### src/rtl/serial_pkg.sv
// Shared types and constants for the serial byte transmitter.
// Optional feature macro used by this slice: SERIAL_TX_PARITY_EN.
package serial_pkg;

    typedef enum logic [2:0] {
        IDLE   = 3'd0,
        START  = 3'd1,
        DATA   = 3'd2,
        PARITY = 3'd3,
        STOP   = 3'd4
    } tx_state_e;

    localparam int   DATA_BITS  = 8;
    localparam logic IDLE_LEVEL = 1'b1;

    // Even parity bit: XOR of all data bits, same rule as the upstream parity generator.
    function automatic logic even_parity(input logic [DATA_BITS-1:0] i_data);
        return ^i_data;
    endfunction

endpackage

### src/rtl/serial_byte_tx_baud_tick_gen.sv
// Bit-time counter: counts 0..CLKS_PER_BIT-1 while enabled, strobes bit_end on the last count.
// Cleared synchronously when a byte is accepted so every frame starts on a fresh bit time.
module baud_tick_gen #(
    parameter int unsigned CLKS_PER_BIT = 16
) (
    input  logic clk,
    input  logic rst_n,
    input  logic i_clear,
    input  logic i_en,
    output logic o_bit_end
);

    localparam int unsigned CNT_W = (CLKS_PER_BIT > 1) ? $clog2(CLKS_PER_BIT) : 1;
    localparam logic [CNT_W-1:0] LAST_CNT = CNT_W'(CLKS_PER_BIT - 1);

    logic [CNT_W-1:0] r_cnt;
    logic             w_last;

    assign w_last    = (r_cnt == LAST_CNT);
    assign o_bit_end = i_en && w_last;

    // Count clock cycles within the current bit, wrapping to 0 at each bit boundary.
    always_ff @(posedge clk or negedge rst_n) begin
        if (!rst_n) begin
            r_cnt <= '0;
        end else if (i_clear || !i_en || w_last) begin
            r_cnt <= '0;
        end else begin
            r_cnt <= r_cnt + CNT_W'(1);
        end
    end

endmodule

### src/rtl/serial_byte_tx.sv
// Serial byte transmitter: start bit, 8 data bits LSB first, optional even parity, stop bit.
// Define SERIAL_TX_PARITY_EN to compile in the parity bit (11-bit frame); otherwise 8N1.
module serial_byte_tx
    import serial_pkg::*;
#(
    parameter int unsigned CLKS_PER_BIT = 16
) (
    input  logic                 clk,
    input  logic                 rst_n,
    input  logic [DATA_BITS-1:0] din,
    input  logic                 din_valid,
    output logic                 din_ready,
    output logic                 tx,
    output logic                 busy,
    output logic                 tx_done
);

    localparam logic [2:0] LAST_IDX = 3'(DATA_BITS - 1);

    tx_state_e            r_state, w_state_nxt;
    logic [DATA_BITS-1:0] r_shift, w_shift_nxt;
    logic [2:0]           r_idx,   w_idx_nxt;
    logic                 r_tx,    w_tx_nxt;
    logic                 r_busy,  w_busy_nxt;
    logic                 r_ready, w_ready_nxt;
    logic                 r_done,  w_done_nxt;
`ifdef SERIAL_TX_PARITY_EN
    logic                 r_parity, w_parity_nxt;
`endif

    logic w_accept;
    logic w_bit_end;

    assign w_accept = (r_state == IDLE) && din_valid && r_ready;

    baud_tick_gen #(
        .CLKS_PER_BIT(CLKS_PER_BIT)
    ) u_baud (
        .clk      (clk),
        .rst_n    (rst_n),
        .i_clear  (w_accept),
        .i_en     (r_busy),
        .o_bit_end(w_bit_end)
    );

    // State and registered outputs; reset abandons any frame in progress.
    always_ff @(posedge clk or negedge rst_n) begin
        if (!rst_n) begin
            r_state  <= IDLE;
            r_shift  <= '0;
            r_idx    <= '0;
            r_tx     <= IDLE_LEVEL;
            r_busy   <= 1'b0;
            r_ready  <= 1'b0;
            r_done   <= 1'b0;
`ifdef SERIAL_TX_PARITY_EN
            r_parity <= 1'b0;
`endif
        end else begin
            r_state  <= w_state_nxt;
            r_shift  <= w_shift_nxt;
            r_idx    <= w_idx_nxt;
            r_tx     <= w_tx_nxt;
            r_busy   <= w_busy_nxt;
            r_ready  <= w_ready_nxt;
            r_done   <= w_done_nxt;
`ifdef SERIAL_TX_PARITY_EN
            r_parity <= w_parity_nxt;
`endif
        end
    end

    // Next state and next output levels; each bit is held until the bit-time strobe.
    always_comb begin
        w_state_nxt  = r_state;
        w_shift_nxt  = r_shift;
        w_idx_nxt    = r_idx;
        w_tx_nxt     = r_tx;
        w_busy_nxt   = r_busy;
        w_ready_nxt  = r_ready;
        w_done_nxt   = 1'b0;
`ifdef SERIAL_TX_PARITY_EN
        w_parity_nxt = r_parity;
`endif
        case (r_state)
            IDLE: begin
                w_tx_nxt    = IDLE_LEVEL;
                w_busy_nxt  = 1'b0;
                w_ready_nxt = 1'b1;
                if (w_accept) begin
                    w_state_nxt  = START;
                    w_shift_nxt  = din;
                    w_idx_nxt    = '0;
                    w_tx_nxt     = 1'b0;
                    w_busy_nxt   = 1'b1;
                    w_ready_nxt  = 1'b0;
`ifdef SERIAL_TX_PARITY_EN
                    w_parity_nxt = even_parity(din);
`endif
                end
            end
            START: begin
                if (w_bit_end) begin
                    w_state_nxt = DATA;
                    w_idx_nxt   = '0;
                    w_tx_nxt    = r_shift[0];
                end
            end
            DATA: begin
                if (w_bit_end) begin
                    if (r_idx == LAST_IDX) begin
                        w_idx_nxt = '0;
`ifdef SERIAL_TX_PARITY_EN
                        w_state_nxt = PARITY;
                        w_tx_nxt    = r_parity;
`else
                        w_state_nxt = STOP;
                        w_tx_nxt    = 1'b1;
`endif
                    end else begin
                        w_idx_nxt   = r_idx + 3'd1;
                        w_shift_nxt = r_shift >> 1;
                        w_tx_nxt    = r_shift[1];
                    end
                end
            end
`ifdef SERIAL_TX_PARITY_EN
            PARITY: begin
                if (w_bit_end) begin
                    w_state_nxt = STOP;
                    w_tx_nxt    = 1'b1;
                end
            end
`endif
            STOP: begin
                if (w_bit_end) begin
                    w_state_nxt = IDLE;
                    w_tx_nxt    = IDLE_LEVEL;
                    w_busy_nxt  = 1'b0;
                    w_ready_nxt = 1'b1;
                    w_done_nxt  = 1'b1;
                end
            end
            default: begin
                w_state_nxt = IDLE;
                w_tx_nxt    = IDLE_LEVEL;
                w_busy_nxt  = 1'b0;
                w_ready_nxt = 1'b0;
            end
        endcase
    end

    assign din_ready = r_ready;
    assign tx        = r_tx;
    assign busy      = r_busy;
    assign tx_done   = r_done;

endmodule

### config.mk
export PLATFORM = sky130hd
export DESIGN_NAME = serial_byte_tx
export DESIGN_NICKNAME = d
export VERILOG_FILES = /design/src/rtl/serial_pkg.sv /design/src/rtl/serial_byte_tx_baud_tick_gen.sv /design/src/rtl/serial_byte_tx.sv
export SDC_FILE = /design/constraint.sdc
export NUM_CORES = 1
export LEC_CHECK = 0
export CAP_MARGIN = 20
export CORE_ASPECT_RATIO = 0.6
export CORE_MARGIN = 2
export CORE_UTILIZATION = 51
export CTS_BUF_LIST = sky130_fd_sc_hd__clkbuf_8
export DETAILED_ROUTE_END_ITERATION = 7
export PLACE_DENSITY = 0.77
export SYNTH_ARGS = -nofsm -noshare
export SYNTH_HDL_FRONTEND = slang
export SYNTH_SLANG_ARGS = --single-unit
### constraint.sdc
create_clock -name clk -period 1.8 [get_ports clk]
set_input_delay 0.36 -clock clk [delete_from_list [all_inputs] [get_ports clk]]
set_output_delay 0.36 -clock clk [all_outputs]
set_load 0.01 [all_outputs]
; After elaboration in Yosys (flattened, before gate mapping)
; Index checks and enable logic that the tools add are counted.
[op_classes]
addsub = 2
multipliers = 0
div_mod_pow = 0
magnitude_cmp = 0
n_eq_ne = 11
n_shift = 0
mux = 27
bitwise_logic = 1
n_reduce_logical = 15
[ops]
columns = op, n
row1 = 2-to-1 mux 3 bit, 8
row2 = 2-to-1 mux 8 bit, 3
row3 = case mux 8 bit (2 select lines), 1
row4 = case mux 3 bit (4 select lines), 1
row5 = 2-to-1 mux 1 bit, 9
row6 = case mux 3 bit (3 select lines), 1
row7 = "!= test 2 x 1 -> 1 bit, second input constant", 4
row8 = AND reduction 4 bit, 2
row9 = "== test 3 bit, second input constant", 2
row10 = case mux 1 bit (3 select lines), 2
row11 = AND reduction 5 bit, 1
row12 = "adder 4 x 1 -> 4 bit, second input constant", 1
row13 = "== test 4 bit, second input constant", 1
row14 = 2-to-1 mux 4 bit, 1
row15 = "!= test 2 bit, second input constant", 2
row16 = case mux 1 bit (4 select lines), 1
row17 = "adder 3 x 1 -> 3 bit, second input constant", 1
row18 = "== test 3 x 1 -> 1 bit, second input constant", 1
row19 = "== test 3 x 2 -> 1 bit, second input constant", 1
row20 = logical AND 1 bit, 3
row21 = zero test 3 bit, 1
row22 = AND reduction 3 bit, 1
row23 = nonzero test 3 bit, 1
row24 = logical OR 1 bit, 2
row25 = other kinds (5), 5
[totals]
register_bits = 22
latchBits = 0
ramBits = 0
romBits = 0
in_bits = 11
out_inout_bits = 4
wordCells = 64
n_memories = 0

; Depth between registers and ports, before layout
[depth]
depth_word = 6
depth_mapped = 6
mapped_depth_nobuf = 6

; By module
; Synthesis repeated with hierarchy kept, for this count alone.
[unflattened]
hier_cells = 108
area_unflattened_um2 = 1277.5
[modules_own_cells]
columns = module, instances, cells_per_inst, area_each_um2, seq_area_each_um2
row1 = serial_byte_tx, 1, 91, 1086.0, 451.7
row2 = baud_tick_gen, 1, 17, 191.4, 100.1

; Worst setup path before layout
; Ideal clock, no wire load.
[synth_timing]
path_type = register to register
startpoint = register r_idx[0]
endpoint = register r_shift[0]
setup_ns = 0.125
arrival_ns = 1.677
required_ns = 1.675
path_slack_ns = -0.002
path_stages_with_launch = 7
n_path_buf = 1
synth_period_minus_slack_ns = 1.802
path_cell_list = dfrtp_1 -> ha_1 -> ha_1 -> nand4b_2 -> a211o_1 -> buf_6 -> mux2_4
[synth_between]
elab_chain_len = 3
[synth_rtl]
columns = element, line_no
row1 = start: declaration, serial_byte_tx.sv:22  ; logic [2:0] r_idx, w_idx_nxt;
row2 = start signal: assignment, serial_byte_tx.sv:62  ; r_idx <= w_idx_nxt;
row3 = == test 3 bit, serial_byte_tx.sv:111  ; if (r_idx == LAST_IDX) begin
row4 = != test 2 bit (no source line), --
row5 = AND reduction 4 bit (no source line), --
row6 = end signal: assignment, serial_byte_tx.sv:61  ; r_shift <= w_shift_nxt;
row7 = end: declaration, serial_byte_tx.sv:21  ; logic [DATA_BITS-1:0] r_shift, w_shift_nxt;
; No other way between the ends.
; A chain may end at the register's enable or synchronous reset.

; Worst setup path after layout
[layout_timing]
startpoint = register r_idx[1]
endpoint = register r_shift[1]
; The elaborated chain is that of the path after synthesis.

==> flow_metrics.env <==
export IMPL_rsz0062_at_grt="true"
export IMPL_ant_nets=0
export IMPL_netlist_area_mm2=0.00124
export IMPL_power_frac_seq=0.483
export IMPL_die_w_um=67.7
export IMPL_fmax_ghz=0.563
export IMPL_endpoint="r_shift[1]$_DFFE_PN0P_"
export IMPL_yosysMostFrequentCell="dfrtp_1"
export IMPL_synthSimpleGateAreaFrac=0.150
export IMPL_initial_core_util=0.556
export IMPL_htree_levels=1
export IMPL_grt_pass1_wl_um=4380
export IMPL_ioPinCount=15
export IMPL_avgSynthCellArea_um2=11.3
export IMPL_die_h_um=42.2
export IMPL_cts_tree="built"
export IMPL_ys_warnings_count=0
export IMPL_grt_ovfl_total=0
export IMPL_cts_buffer_depth=2
export IMPL_drt_initial_drc_count=59
export IMPL_nNetsFinal=153
export IMPL_hpwl_um=1880
export IMPL_grt_total_usage=0.207
export IMPL_synthToLayoutAreaGrowth_pct=27.6
export IMPL_clkLatencyLatePin_ns=0.26
export IMPL_synth_xor_area_share=0.0141
export IMPL_antenna_found_initial=0
export IMPL_drv_slew=0
export IMPL_dr_wl_met2_um=1240
export IMPL_drv_cap=0
export IMPL_place_inst=161
export IMPL_reg2reg_from="r_idx[1]$_DFFE_PN0P_"
export IMPL_worst_r2r_setup_slack_ns=0.02
export IMPL_die_area_mm2=0.00285
export IMPL_p_int_mw=1.02
export IMPL_cts_root_buf="clkbuf_8"
export IMPL_setup_tns_ns=0
export IMPL_critPathCaptureType="flop"
export IMPL_ys_async_sr_fraction=1.00
export IMPL_power_mw=1.39
export IMPL_worst_setup_path_start_kind="flop"
export IMPL_timing_rr_end="r_shift[1]$_DFFE_PN0P_"
export IMPL_port_buffers=14
export IMPL_dr_wl_met3_um=130
export IMPL_route_detailed_drc=0
export IMPL_synth_top_area_frac=0.424
export IMPL_syn_inst=110
export IMPL_synth_common_cells="dfrtp_1, mux2_2, mux2_4, nor2_1, a21oi_1"
export IMPL_clk_pin_slew_ns=0.08
export IMPL_cp_arrival_ns=1.93
export IMPL_vias_per_cell=5.75
export IMPL_synth_compound_area_share=0.150
export IMPL_finalHoldViolations=0
export IMPL_n_antenna_cell=0
export IMPL_gp_congestion=0.872
export IMPL_synth_edff_count=0
export IMPL_switchingPower_mw=0.371
export IMPL_grt_pass1_vias=949
export IMPL_synth_top_family_by_area="simple AND/OR/NAND/NOR gates"
export IMPL_p_comb_frac=0.265
export IMPL_startpoint="r_idx[1]$_DFFE_PN0P_"
export IMPL_min_period_ns=1.78
export IMPL_drtPass1Iterations=4
export IMPL_power_density_mw_per_mm2=880
export IMPL_hold_path_class="in2async"
export IMPL_hold_slack_ns=0.435
export IMPL_status="finished, final reports clean"
export IMPL_syn_nets=125
export IMPL_synthAdderAreaFrac=0.0404
export IMPL_worstSetupPathType="reg2reg"
export IMPL_reg2regPathDepth=5
export IMPL_synth_ff_type="dfrtp_1"
export IMPL_synthDistinctLibCells=44
export IMPL_routedLengthMet1_um=1240
export IMPL_synth_seq_cells=22
export IMPL_drt_wirelength_per_cell_um=15.7
export IMPL_setup_viol=0
export IMPL_final_area_mm2=0.00158
export IMPL_cts_buffers=3
export IMPL_swShare=0.266
export IMPL_dpl_worst_slack_ns=-0.308
export IMPL_ys_seq_area_frac=0.445
export IMPL_fin_cells=167
export IMPL_drive_above_1_share=0.328
export IMPL_placed_cell_area_mm2=0.00148
export IMPL_final_core_util=0.710
export IMPL_grt_start_max_net_pins=23
export IMPL_critPathRequiredTime_ns=1.95
export IMPL_clkPwrFrac=0.252
export IMPL_synthMuxAreaShare=0.148
export IMPL_worst_slew_pin_slew_ns=0.391
export IMPL_top_layer="met4"
export IMPL_core_mm2=0.00223
export IMPL_cts_sinks=22
export IMPL_finalCritPeriodShare=0.987
export IMPL_synthTopCellsByArea="dfrtp_1, mux2_4, mux2_2"
export IMPL_worstPathMaxFanout=8
export IMPL_synth_largest_area_cell="dfrtp_1"
export IMPL_slew_headroom=0.739
export IMPL_irDropWorstVdd_mv=0.544
export IMPL_cellLeakagePower_nw=0.694
export IMPL_rows=13
export IMPL_via_count=960
export IMPL_worst_slack_ns=0.0238
export IMPL_ctsHoldBuffers=0
export IMPL_finalWirelength_um=2630
export IMPL_skew_ns=0.00159
-- worst max-delay path: stages (launching register included) --
cell      delay (ns)
dfrtp_1         0.39
ha_2            0.21
ha_4            0.16
nand4b_4        0.17
a211o_4         0.42
mux2_4          0.32
-- layout by cell type, fill, tap and decap left out, types with 2 or more instances in the layout --
| cell type | instances |
|---|---|
| mux2_2 | 7 |
| ha_1 | 2 |
| a21oi_1 | 6 |
| nand2_1 | 3 |
| clkbuf_8 | 4 |
| nor2b_1 | 2 |
| inv_1 | 4 |
| o21ai_0 | 4 |
| nand2b_1 | 3 |
| a32o_1 | 2 |
| xnor2_1 | 2 |
| nor3_1 | 3 |
| buf_4 | 16 |
| nor2_1 | 7 |
| dfrtp_1 | 21 |
| mux2_4 | 7 |
| o32a_1 | 2 |
| clkdlybuf4s50_1 | 14 |
-- repair_timing --
| action | CTS | global route |
|---|---|---|
| pin swaps | 2 | 0 |
| resized for setup | 4 | 3 |
| setup endpoints to repair | 8 | 8 |
| buffers inserted | 1 | 1 |
-- power groups by stage --
| stage | clock [mW] | sequential (mW) | combinational, mW |
|---|---|---|---|
| 3_5_place_dp | 0 | 0.678 | 0.365 |
| 5_1_grt | 0.380 | 0.688 | 0.404 |
| 2_1_floorplan | 0 | 0.684 | 0.162 |
| 3_3_place_gp | 0 | 0.670 | 0.357 |
| 6_report | 0.351 | 0.674 | 0.369 |
| 4_1_cts | 0.355 | 0.673 | 0.371 |
-- sequential cells by signal, indices dropped and copies added (netlist names) --
name,count
tx,1
r_state,3
din_ready,1
tx_done,1
r_shift,8
busy,1
u_baud.r_cnt,4
r_idx,3
-- per-layer routing --
layer,vias up,global-route usage
met4,0,0.0286
met2,25,0.329
met1,474,0.280
li1,457,-
met3,4,0.0699
met5,-,0
-- final cells by class --
cell class	count	area, um2
clock buffer	4	55.1
sequential	22	552
multi-input combinational	77	663
fill	152	646
tap	30	37.5
timing repair buffer	30	260
inverter	4	15.0
-- cells by family (layout without fill, tap and decap cells) --
| kind of cell | count (synthesis) | count (layout) |
|---|---|---|
| buffers and inverters | 11 | 38 |
| adders and majority gates | 4 | 4 |
| AOI/OAI and AO/OA | 26 | 26 |
| DFF | 22 | 22 |
| and+or+nand+nor | 31 | 31 |
| xor gates and xnor gates | 2 | 2 |
| muxes | 14 | 14 |
-- how the worst min path moves through the flow --
stage                                           end                   start
after detailed placement     r_shift[7]$_DFFE_PN0P_  r_shift[7]$_DFFE_PN0P_
after global placement       r_shift[7]$_DFFE_PN0P_  r_shift[7]$_DFFE_PN0P_
after CTS                 u_baud.r_cnt[1]$_DFF_PN0_                   rst_n
final                     u_baud.r_cnt[1]$_DFF_PN0_                   rst_n
after global routing               busy$_DFFE_PN0P_                   rst_n
after floorplan                    busy$_DFFE_PN0P_                   rst_n
Power figures use the tool's default switching activity.
